**config.mk**
```make
export PLATFORM = sky130hd
export DESIGN_NAME = fpu_dispatch_flat
export DESIGN_NICKNAME = d
export VERILOG_FILES = /design/src/rtl/fpu_dispatch_pkg.sv /design/src/rtl/fpu_dispatch_if.sv /design/src/rtl/fpu_cmd_fifo.sv /design/src/rtl/fpu_dispatch.sv /design/src/flat_wrapper.sv
export SDC_FILE = /design/constraint.sdc
export NUM_CORES = 1
export LEC_CHECK = 0
export ABC_AREA = 1
export CAP_MARGIN = 20
export CORE_ASPECT_RATIO = 2
export CORE_MARGIN = 3
export CORE_UTILIZATION = 45
export DETAILED_ROUTE_END_ITERATION = 7
export GPL_ROUTABILITY_DRIVEN = 0
export PLACE_DENSITY = 0.67
export REMOVE_ABC_BUFFERS = 1
export SLEW_MARGIN = 0
export SYNTH_ARGS = -nofsm -noshare
export SYNTH_HDL_FRONTEND = slang
export SYNTH_HIERARCHICAL = 1
export SYNTH_SLANG_ARGS = --single-unit
```
**constraint.sdc**
```tcl
create_clock -name clk -period 5.5 [get_ports clk]
set_input_delay 1.1 -clock clk [delete_from_list [all_inputs] [get_ports clk]]
set_output_delay 1.1 -clock clk [all_outputs]
set_load 0.05 [all_outputs]
```
**src/rtl/fpu_dispatch_pkg.sv**
```systemverilog
// Shared encodings, constants and types for the FPU command dispatcher.
package fpu_dispatch_pkg;

  localparam logic [1:0] OP_ADD = 2'b00;
  localparam logic [1:0] OP_SUB = 2'b01;
  localparam logic [1:0] OP_MUL = 2'b10;
  localparam logic [1:0] OP_DIV = 2'b11;

  localparam logic [31:0] QNAN = 32'h7FC0_0000;

  typedef logic [1:0] state_t;
  localparam state_t ST_IDLE  = 2'd0;
  localparam state_t ST_ISSUE = 2'd1;
  localparam state_t ST_WAIT  = 2'd2;
  localparam state_t ST_HOLD  = 2'd3;

  typedef struct packed {
    logic [1:0]  op;
    logic [31:0] a;
    logic [31:0] b;
  } cmd_t;

  localparam int CMD_W = $bits(cmd_t);

endpackage

```
**src/rtl/fpu_dispatch_if.sv**
```systemverilog
// Command, fpu-core and result channels of the dispatcher; slave = dispatcher side.
interface fpu_dispatch_if;

  logic        in_valid;
  logic        in_ready;
  logic [31:0] in_a;
  logic [31:0] in_b;
  logic [1:0]  in_op;

  logic        fpu_start;
  logic [31:0] fpu_a;
  logic [31:0] fpu_b;
  logic [1:0]  fpu_op;
  logic        fpu_done;
  logic [31:0] fpu_r;

  logic        out_valid;
  logic        out_ready;
  logic [31:0] out_r;
  logic [1:0]  out_op;
  logic        out_timeout;

  modport master (
    output in_valid, in_a, in_b, in_op, fpu_done, fpu_r, out_ready,
    input  in_ready, fpu_start, fpu_a, fpu_b, fpu_op, out_valid, out_r, out_op, out_timeout
  );

  modport slave (
    input  in_valid, in_a, in_b, in_op, fpu_done, fpu_r, out_ready,
    output in_ready, fpu_start, fpu_a, fpu_b, fpu_op, out_valid, out_r, out_op, out_timeout
  );

endinterface

```
**src/rtl/fpu_cmd_fifo.sv**
```systemverilog
// Synchronous show-ahead command FIFO; head visible one cycle after push, no bypass.
// A full FIFO refuses a push even when a pop happens in the same cycle.
module fpu_cmd_fifo #(
  parameter int DEPTH = 4,
  parameter int WIDTH = 66
) (
  input  logic                   clk,
  input  logic                   rst_n,
  input  logic                   push_i,
  input  logic [WIDTH-1:0]       push_dat_i,
  input  logic                   pop_i,
  output logic [WIDTH-1:0]       pop_dat_o,
  output logic                   full_o,
  output logic                   empty_o,
  output logic [$clog2(DEPTH):0] count_o
);

  localparam int AW = $clog2(DEPTH);
  localparam int CW = AW + 1;

  logic [WIDTH-1:0] mem_q [DEPTH];
  logic [AW-1:0]    wr_ptr_q;
  logic [AW-1:0]    rd_ptr_q;
  logic [CW-1:0]    count_q;
  logic             do_push;
  logic             do_pop;

  assign full_o    = (count_q == CW'(DEPTH));
  assign empty_o   = (count_q == '0);
  assign count_o   = count_q;
  assign do_push   = push_i && !full_o;
  assign do_pop    = pop_i && !empty_o;
  assign pop_dat_o = mem_q[rd_ptr_q];

  always_ff @(posedge clk) begin
    if (do_push) begin
      mem_q[wr_ptr_q] <= push_dat_i;
    end
  end

  // Power-of-two depth lets the pointers wrap naturally.
  always_ff @(posedge clk or negedge rst_n) begin
    if (!rst_n) begin
      wr_ptr_q <= '0;
      rd_ptr_q <= '0;
      count_q  <= '0;
    end else begin
      if (do_push) begin
        wr_ptr_q <= wr_ptr_q + AW'(1);
      end
      if (do_pop) begin
        rd_ptr_q <= rd_ptr_q + AW'(1);
      end
      if (do_push && !do_pop) begin
        count_q <= count_q + CW'(1);
      end else if (!do_push && do_pop) begin
        count_q <= count_q - CW'(1);
      end
    end
  end

endmodule

```
**src/rtl/fpu_dispatch.sv**
```systemverilog
// Queues fpu commands, issues one at a time via start/done, returns results on valid/ready in order.
// Optional FPU_DISPATCH_TIMEOUT_EN forces a qNaN result after TIMEOUT WAIT cycles without fpu_done.
module fpu_dispatch
  import fpu_dispatch_pkg::*;
#(
  parameter int DEPTH   = 4,
  parameter int TIMEOUT = 64
) (
  input logic           clk,
  input logic           rst_n,
  fpu_dispatch_if.slave bus
);

  localparam int CW = $clog2(DEPTH) + 1;

  if (DEPTH < 2 || (DEPTH & (DEPTH - 1)) != 0 || TIMEOUT < 1) begin : g_param_err
    $error("fpu_dispatch: DEPTH must be a power of two >= 2 and TIMEOUT >= 1");
  end

  cmd_t          fifo_wdat;
  cmd_t          fifo_head;
  logic          fifo_push;
  logic          fifo_pop;
  logic          fifo_full;
  logic          fifo_empty;
  logic [CW-1:0] fifo_count;

  state_t      state_q, state_d;
  logic [31:0] fpu_a_q, fpu_a_d;
  logic [31:0] fpu_b_q, fpu_b_d;
  logic [1:0]  fpu_op_q, fpu_op_d;
  logic        out_valid_q, out_valid_d;
  logic [31:0] out_r_q, out_r_d;
  logic [1:0]  out_op_q, out_op_d;
  logic        out_timeout_q, out_timeout_d;
  logic        expire;

  assign fifo_wdat = '{op: bus.in_op, a: bus.in_a, b: bus.in_b};
  assign fifo_push = bus.in_valid && !fifo_full;

  fpu_cmd_fifo #(
    .DEPTH (DEPTH),
    .WIDTH (CMD_W)
  ) u_fifo (
    .clk        (clk),
    .rst_n      (rst_n),
    .push_i     (fifo_push),
    .push_dat_i (fifo_wdat),
    .pop_i      (fifo_pop),
    .pop_dat_o  (fifo_head),
    .full_o     (fifo_full),
    .empty_o    (fifo_empty),
    .count_o    (fifo_count)
  );

`ifdef FPU_DISPATCH_TIMEOUT_EN
  localparam int TW = $clog2(TIMEOUT + 1);
  logic [TW-1:0] wait_cnt_q;

  // Counts completed WAIT cycles; cleared while in ISSUE so it starts at zero on WAIT entry.
  always_ff @(posedge clk or negedge rst_n) begin
    if (!rst_n) begin
      wait_cnt_q <= '0;
    end else if (state_q == ST_ISSUE) begin
      wait_cnt_q <= '0;
    end else if (state_q == ST_WAIT) begin
      wait_cnt_q <= wait_cnt_q + TW'(1);
    end
  end

  assign expire = (state_q == ST_WAIT) && (wait_cnt_q == TW'(TIMEOUT - 1));
`else
  assign expire = 1'b0;
`endif

  always_comb begin
    state_d       = state_q;
    fpu_a_d       = fpu_a_q;
    fpu_b_d       = fpu_b_q;
    fpu_op_d      = fpu_op_q;
    out_valid_d   = out_valid_q;
    out_r_d       = out_r_q;
    out_op_d      = out_op_q;
    out_timeout_d = out_timeout_q;
    fifo_pop      = 1'b0;
    case (state_q)
      ST_IDLE: begin
        if (!fifo_empty) begin
          fifo_pop = 1'b1;
          fpu_a_d  = fifo_head.a;
          fpu_b_d  = fifo_head.b;
          fpu_op_d = fifo_head.op;
          state_d  = ST_ISSUE;
        end
      end
      ST_ISSUE: state_d = ST_WAIT;
      ST_WAIT: begin
        // A real completion beats a timeout expiring in the same cycle.
        if (bus.fpu_done) begin
          out_valid_d   = 1'b1;
          out_r_d       = bus.fpu_r;
          out_op_d      = fpu_op_q;
          out_timeout_d = 1'b0;
          state_d       = ST_HOLD;
        end else if (expire) begin
          out_valid_d   = 1'b1;
          out_r_d       = QNAN;
          out_op_d      = fpu_op_q;
          out_timeout_d = 1'b1;
          state_d       = ST_HOLD;
        end
      end
      ST_HOLD: begin
        if (bus.out_ready) begin
          out_valid_d = 1'b0;
          if (!fifo_empty) begin
            fifo_pop = 1'b1;
            fpu_a_d  = fifo_head.a;
            fpu_b_d  = fifo_head.b;
            fpu_op_d = fifo_head.op;
            state_d  = ST_ISSUE;
          end else begin
            state_d = ST_IDLE;
          end
        end
      end
      default: state_d = ST_IDLE;
    endcase
  end

  always_ff @(posedge clk or negedge rst_n) begin
    if (!rst_n) begin
      state_q       <= ST_IDLE;
      fpu_a_q       <= '0;
      fpu_b_q       <= '0;
      fpu_op_q      <= OP_ADD;
      out_valid_q   <= 1'b0;
      out_r_q       <= '0;
      out_op_q      <= OP_ADD;
      out_timeout_q <= 1'b0;
    end else begin
      state_q       <= state_d;
      fpu_a_q       <= fpu_a_d;
      fpu_b_q       <= fpu_b_d;
      fpu_op_q      <= fpu_op_d;
      out_valid_q   <= out_valid_d;
      out_r_q       <= out_r_d;
      out_op_q      <= out_op_d;
      out_timeout_q <= out_timeout_d;
    end
  end

  assign bus.in_ready    = (fifo_count != CW'(DEPTH));
  assign bus.fpu_start   = (state_q == ST_ISSUE);
  assign bus.fpu_a       = fpu_a_q;
  assign bus.fpu_b       = fpu_b_q;
  assign bus.fpu_op      = fpu_op_q;
  assign bus.out_valid   = out_valid_q;
  assign bus.out_r       = out_r_q;
  assign bus.out_op      = out_op_q;
  assign bus.out_timeout = out_timeout_q;

endmodule

```
**src/flat_wrapper.sv**
```systemverilog
// flat-port wrapper written by rule: the top's interface ports become plain ports
module fpu_dispatch_flat import fpu_dispatch_pkg::*;
#(
  parameter int DEPTH   = 4,
  parameter int TIMEOUT = 64
)
  (clk, rst_n, bus_in_valid, bus_in_a, bus_in_b, bus_in_op, bus_fpu_done, bus_fpu_r, bus_out_ready, bus_in_ready, bus_fpu_start, bus_fpu_a, bus_fpu_b, bus_fpu_op, bus_out_valid, bus_out_r, bus_out_op, bus_out_timeout);
  fpu_dispatch_if bus_i ();
  input logic clk;
  input logic rst_n;
  input wire logic [$bits(bus_i.in_valid)-1:0] bus_in_valid;
  input wire logic [$bits(bus_i.in_a)-1:0] bus_in_a;
  input wire logic [$bits(bus_i.in_b)-1:0] bus_in_b;
  input wire logic [$bits(bus_i.in_op)-1:0] bus_in_op;
  input wire logic [$bits(bus_i.fpu_done)-1:0] bus_fpu_done;
  input wire logic [$bits(bus_i.fpu_r)-1:0] bus_fpu_r;
  input wire logic [$bits(bus_i.out_ready)-1:0] bus_out_ready;
  output wire logic [$bits(bus_i.in_ready)-1:0] bus_in_ready;
  output wire logic [$bits(bus_i.fpu_start)-1:0] bus_fpu_start;
  output wire logic [$bits(bus_i.fpu_a)-1:0] bus_fpu_a;
  output wire logic [$bits(bus_i.fpu_b)-1:0] bus_fpu_b;
  output wire logic [$bits(bus_i.fpu_op)-1:0] bus_fpu_op;
  output wire logic [$bits(bus_i.out_valid)-1:0] bus_out_valid;
  output wire logic [$bits(bus_i.out_r)-1:0] bus_out_r;
  output wire logic [$bits(bus_i.out_op)-1:0] bus_out_op;
  output wire logic [$bits(bus_i.out_timeout)-1:0] bus_out_timeout;
  assign bus_i.in_valid = bus_in_valid;
  assign bus_i.in_a = bus_in_a;
  assign bus_i.in_b = bus_in_b;
  assign bus_i.in_op = bus_in_op;
  assign bus_i.fpu_done = bus_fpu_done;
  assign bus_i.fpu_r = bus_fpu_r;
  assign bus_i.out_ready = bus_out_ready;
  assign bus_in_ready = bus_i.in_ready;
  assign bus_fpu_start = bus_i.fpu_start;
  assign bus_fpu_a = bus_i.fpu_a;
  assign bus_fpu_b = bus_i.fpu_b;
  assign bus_fpu_op = bus_i.fpu_op;
  assign bus_out_valid = bus_i.out_valid;
  assign bus_out_r = bus_i.out_r;
  assign bus_out_op = bus_i.out_op;
  assign bus_out_timeout = bus_i.out_timeout;
  fpu_dispatch #(.DEPTH(DEPTH), .TIMEOUT(TIMEOUT)) u_core (.clk(clk), .rst_n(rst_n), .bus(bus_i));
endmodule
```
==> results.txt <==
DRT iter0 DRCs = 513
Horiz. Die Dim = 136 um
CTS buffer count = 34
M1 wire length = 12,000 um
WP data arrival = 2060 ps
largest net degree at the start of global routing = 218
Logic pwr share = 44.4%
sw frac = 42.0%
Pre-antenna DRT Iters = 5
Seq pwr share = 35.6%
routed len/inst = 17.1 um
fin util = 56.2%
first-pass GRT wire length = 51,700 um
Die Footprint = 36,400 sq um
startpoint types = register
Post-CTS Setup Inserts = 0
final slew viol count = 0
vias = 9,790
CTS tree = yes
met2 WL = 18,400 um
average size of a mapped cell = 11.6 sq um
CTS Buffer Depth = 3
DIE HEIGHT = 267 um
period utilization = 57.4%
slowest CP cell = clkdlybuf4s50_1
DRC Markers = 0
Crit. End Element = output pin
min cycle time layout = 3160 ps
Max Cap Viol = 0
IO buf count = 205
CTS Hold Bufs = 0
number of global-route vias before repair = 9,898
clock slew at reported path FFs = 70 ps
setup TNS = 0 ps
Slew @ Worst Pin = 943 ps
Post-Synthesis Cells = 1,317
GRT Residual Overflow = 0
CP Cell Sequence = inv_1 > ha_1 > clkdlybuf4s50_1
Post-CTS Resized = 0
CP Class = register to output pin
Std-Cell Rows = 94
routed wire length = 33,400 um
cell area after synthesis = 15,300 sq um
area grow syn2layout = 21.8%
dpl hpwl = 20,400 um
max incr delay on CP = 830 ps
clock sink count = 374
clock share of power = 20.0%
sequential-to-total area share from yosys stat = 69.9%
Hold WS = 468 ps
cell leakage power = 7.86 nW
HP Class = register to register
RSZ-0062 raised after global routing = no
Pint = 6.83 mW
effective utilization at floorplan = 46.1%
Fmax achieved = 0.317 GHz
pwr dens = 632 nW/um^2
status = finished, final reports clean
clock root cell = clkbuf_16
via/cell ratio = 5.01
Max Fanout on Critical Path = 6
GRT Total Usage = 18.4%
DRT antenna net count = 0
Worst-Skew Late Latency = 510 ps
final hold vios = 0
initial antenna violation count = 1
Psw = 4.95 mW
Slew headroom = 37.2%
Seq cells post-synth = 374
Ys Warns = 6
Layout Skew = 9.15 ps
met3 routed WL = 1700 um
Final setup viols = 0
CP required = 4400 ps
num ports = 207
share of layout cells above drive strength 1 = 4.73%
family with the most delay on the worst path = buffers and inverters
post-route setup slack = 2340 ps
core area = 33,200 sq um
fin nets = 1,610
Highest Signal Layer = met4
H-tree level count = 2
WP buf/inv = 2
pre-CTS setup slack = 1890 ps
Distinct cells, synth = 20
maximum vdd drop = 0.000637 V
## metrics by stage
step	instances	instance area [sq um]	total power [mW]
floorplan	1240	14700	7.72
global placement	1889	17500	9.40
detailed placement	1889	17500	9.51
CTS	1951	18600	11.9
global route	1954	18600	12.5
finish	1954	18600	11.8
## worst reg2reg max path: cells and delay by family (launching register included)
kind	cells	cell delay [ps]
simple gates	4	1070
buf+inv	2	790
flops	1	440
fa+ha+maj	1	370
## sequential cells by signal, indices dropped and copies added (netlist names)
register	flops
u_core/bus.out_r	32
u_core/u_fifo/rd_ptr_q	2
u_core/bus.out_op	2
u_core/u_fifo/count_o	3
u_core/bus.out_valid	1
u_core/bus.fpu_b	32
u_core/state_q	2
u_core/u_fifo/mem_q	264
u_core/u_fifo/wr_ptr_q	2
u_core/bus.fpu_op	2
u_core/bus.fpu_a	32
## layout by cell type, fill, tap and decap left out
cell,synthesis,layout
buf_12,0,3
buf_16,0,1
buf_4,11,10
buf_8,0,1
bufinv_16,0,3
clkbuf_1,19,13
clkbuf_16,0,37
clkdlybuf4s50_1,0,204
clkinv_1,0,2
clkinv_2,0,4
clkinv_4,0,1
conb_1,1,1
dfrtp_1,110,109
dfrtp_2,0,1
diode_2,0,1
edfxtp_1,264,264
fa_1,1,1
ha_1,11,11
inv_1,160,160
inv_2,2,1
inv_4,0,1
inv_6,0,1
inv_8,0,1
nand2_1,434,433
nand2_4,0,2
nand3_1,111,111
nand4_1,2,2
nor2_1,7,3
nor2_4,1,5
o211ai_1,132,132
o21ai_0,2,2
xnor2_1,1,1
## power by group through the flow
| stage | logic [mW] | clock network [mW] | registers [mW] |
|---|---|---|---|
| 2_1_floorplan | 2.19 | 0 | 5.53 |
| 3_3_place_gp | 5.17 | 0 | 4.23 |
| 3_5_place_dp | 5.26 | 0 | 4.25 |
| 4_1_cts | 5.28 | 2.43 | 4.20 |
| 5_1_grt | 5.73 | 2.56 | 4.26 |
| 6_report | 5.22 | 2.36 | 4.19 |
## per-layer routing
metal  GRT usage (%)  up-vias
met5               0        -
met4            7.55        0
met3            3.04       62
met2            35.4      264
met1            19.3     4685
li1                -     4779
## path summary, 6_finish.rpt
| check | start | to | slack, ps | cells past startpoint |
|---|---|---|---|---|
| setup / recovery | u_core/state_q[1] | bus_fpu_start | 2340 | 3 |
| hold / removal | u_core/bus.fpu_a[10] | u_core/bus.fpu_a[10] | 470 | 2 |
| setup reg to reg | u_core/state_q[0] | u_core/bus.fpu_b[5] | 2720 | 7 |
| hold reg to reg | u_core/bus.fpu_a[10] | u_core/bus.fpu_a[10] | 470 | 2 |
| max in group asynchronous | rst_n | u_core/bus.out_r[15] | 3610 | 2 |
| min in group asynchronous | rst_n | u_core/bus.out_r[10] | 730 | 1 |
## logic make-up after synthesis
family                     after synthesis  synth area share, %
and+or+nand+nor                        556                 14.7
DFF                                    374                 69.9
buffers and inverters                  239                 7.83
AOI/OAI and AO/OA                      134                 6.55
adders and majority gates               12                 1.03
xor gates and xnor gates                 1               0.0573
other                                    1               0.0245
## Yosys cell counts
| library cell | number | share of area, % |
|---|---|---|
| nand2_2 | 1 | 0.041 |
| nor2_4 | 1 | 0.074 |
| edfxtp_1 | 264 | 52 |
| nand3_1 | 111 | 3.6 |
| inv_2 | 2 | 0.049 |
| ha_1 | 11 | 0.90 |
| buf_6 | 32 | 2.4 |
| conb_1 | 1 | 0.025 |
| clkbuf_1 | 19 | 0.47 |
| nor2_1 | 7 | 0.17 |
| xnor2_1 | 1 | 0.057 |
| fa_1 | 1 | 0.13 |
| o211ai_1 | 132 | 6.5 |
| o21ai_0 | 2 | 0.065 |
| inv_1 | 160 | 3.9 |
| nand2_1 | 434 | 11 |
| buf_4 | 11 | 0.54 |
| nand4_1 | 2 | 0.082 |
| buf_2 | 15 | 0.49 |
| dfrtp_1 | 110 | 18 |
## area by class of cell
| class | instances | area (sq um) |
|---|---|---|
| Multi-Input combinational cell | 704 | 3450 |
| Sequential cell | 374 | 10700 |
| Inverter | 162 | 616 |
| Tap cell | 432 | 541 |
| Clock buffer | 50 | 975 |
| Clock inverter | 12 | 141 |
| Timing Repair Buffer | 219 | 2220 |
| Fill cell | 2773 | 14500 |
| Antenna cell | 1 | 2.50 |
No activity file was read; power rests on OpenSTA's default activity.
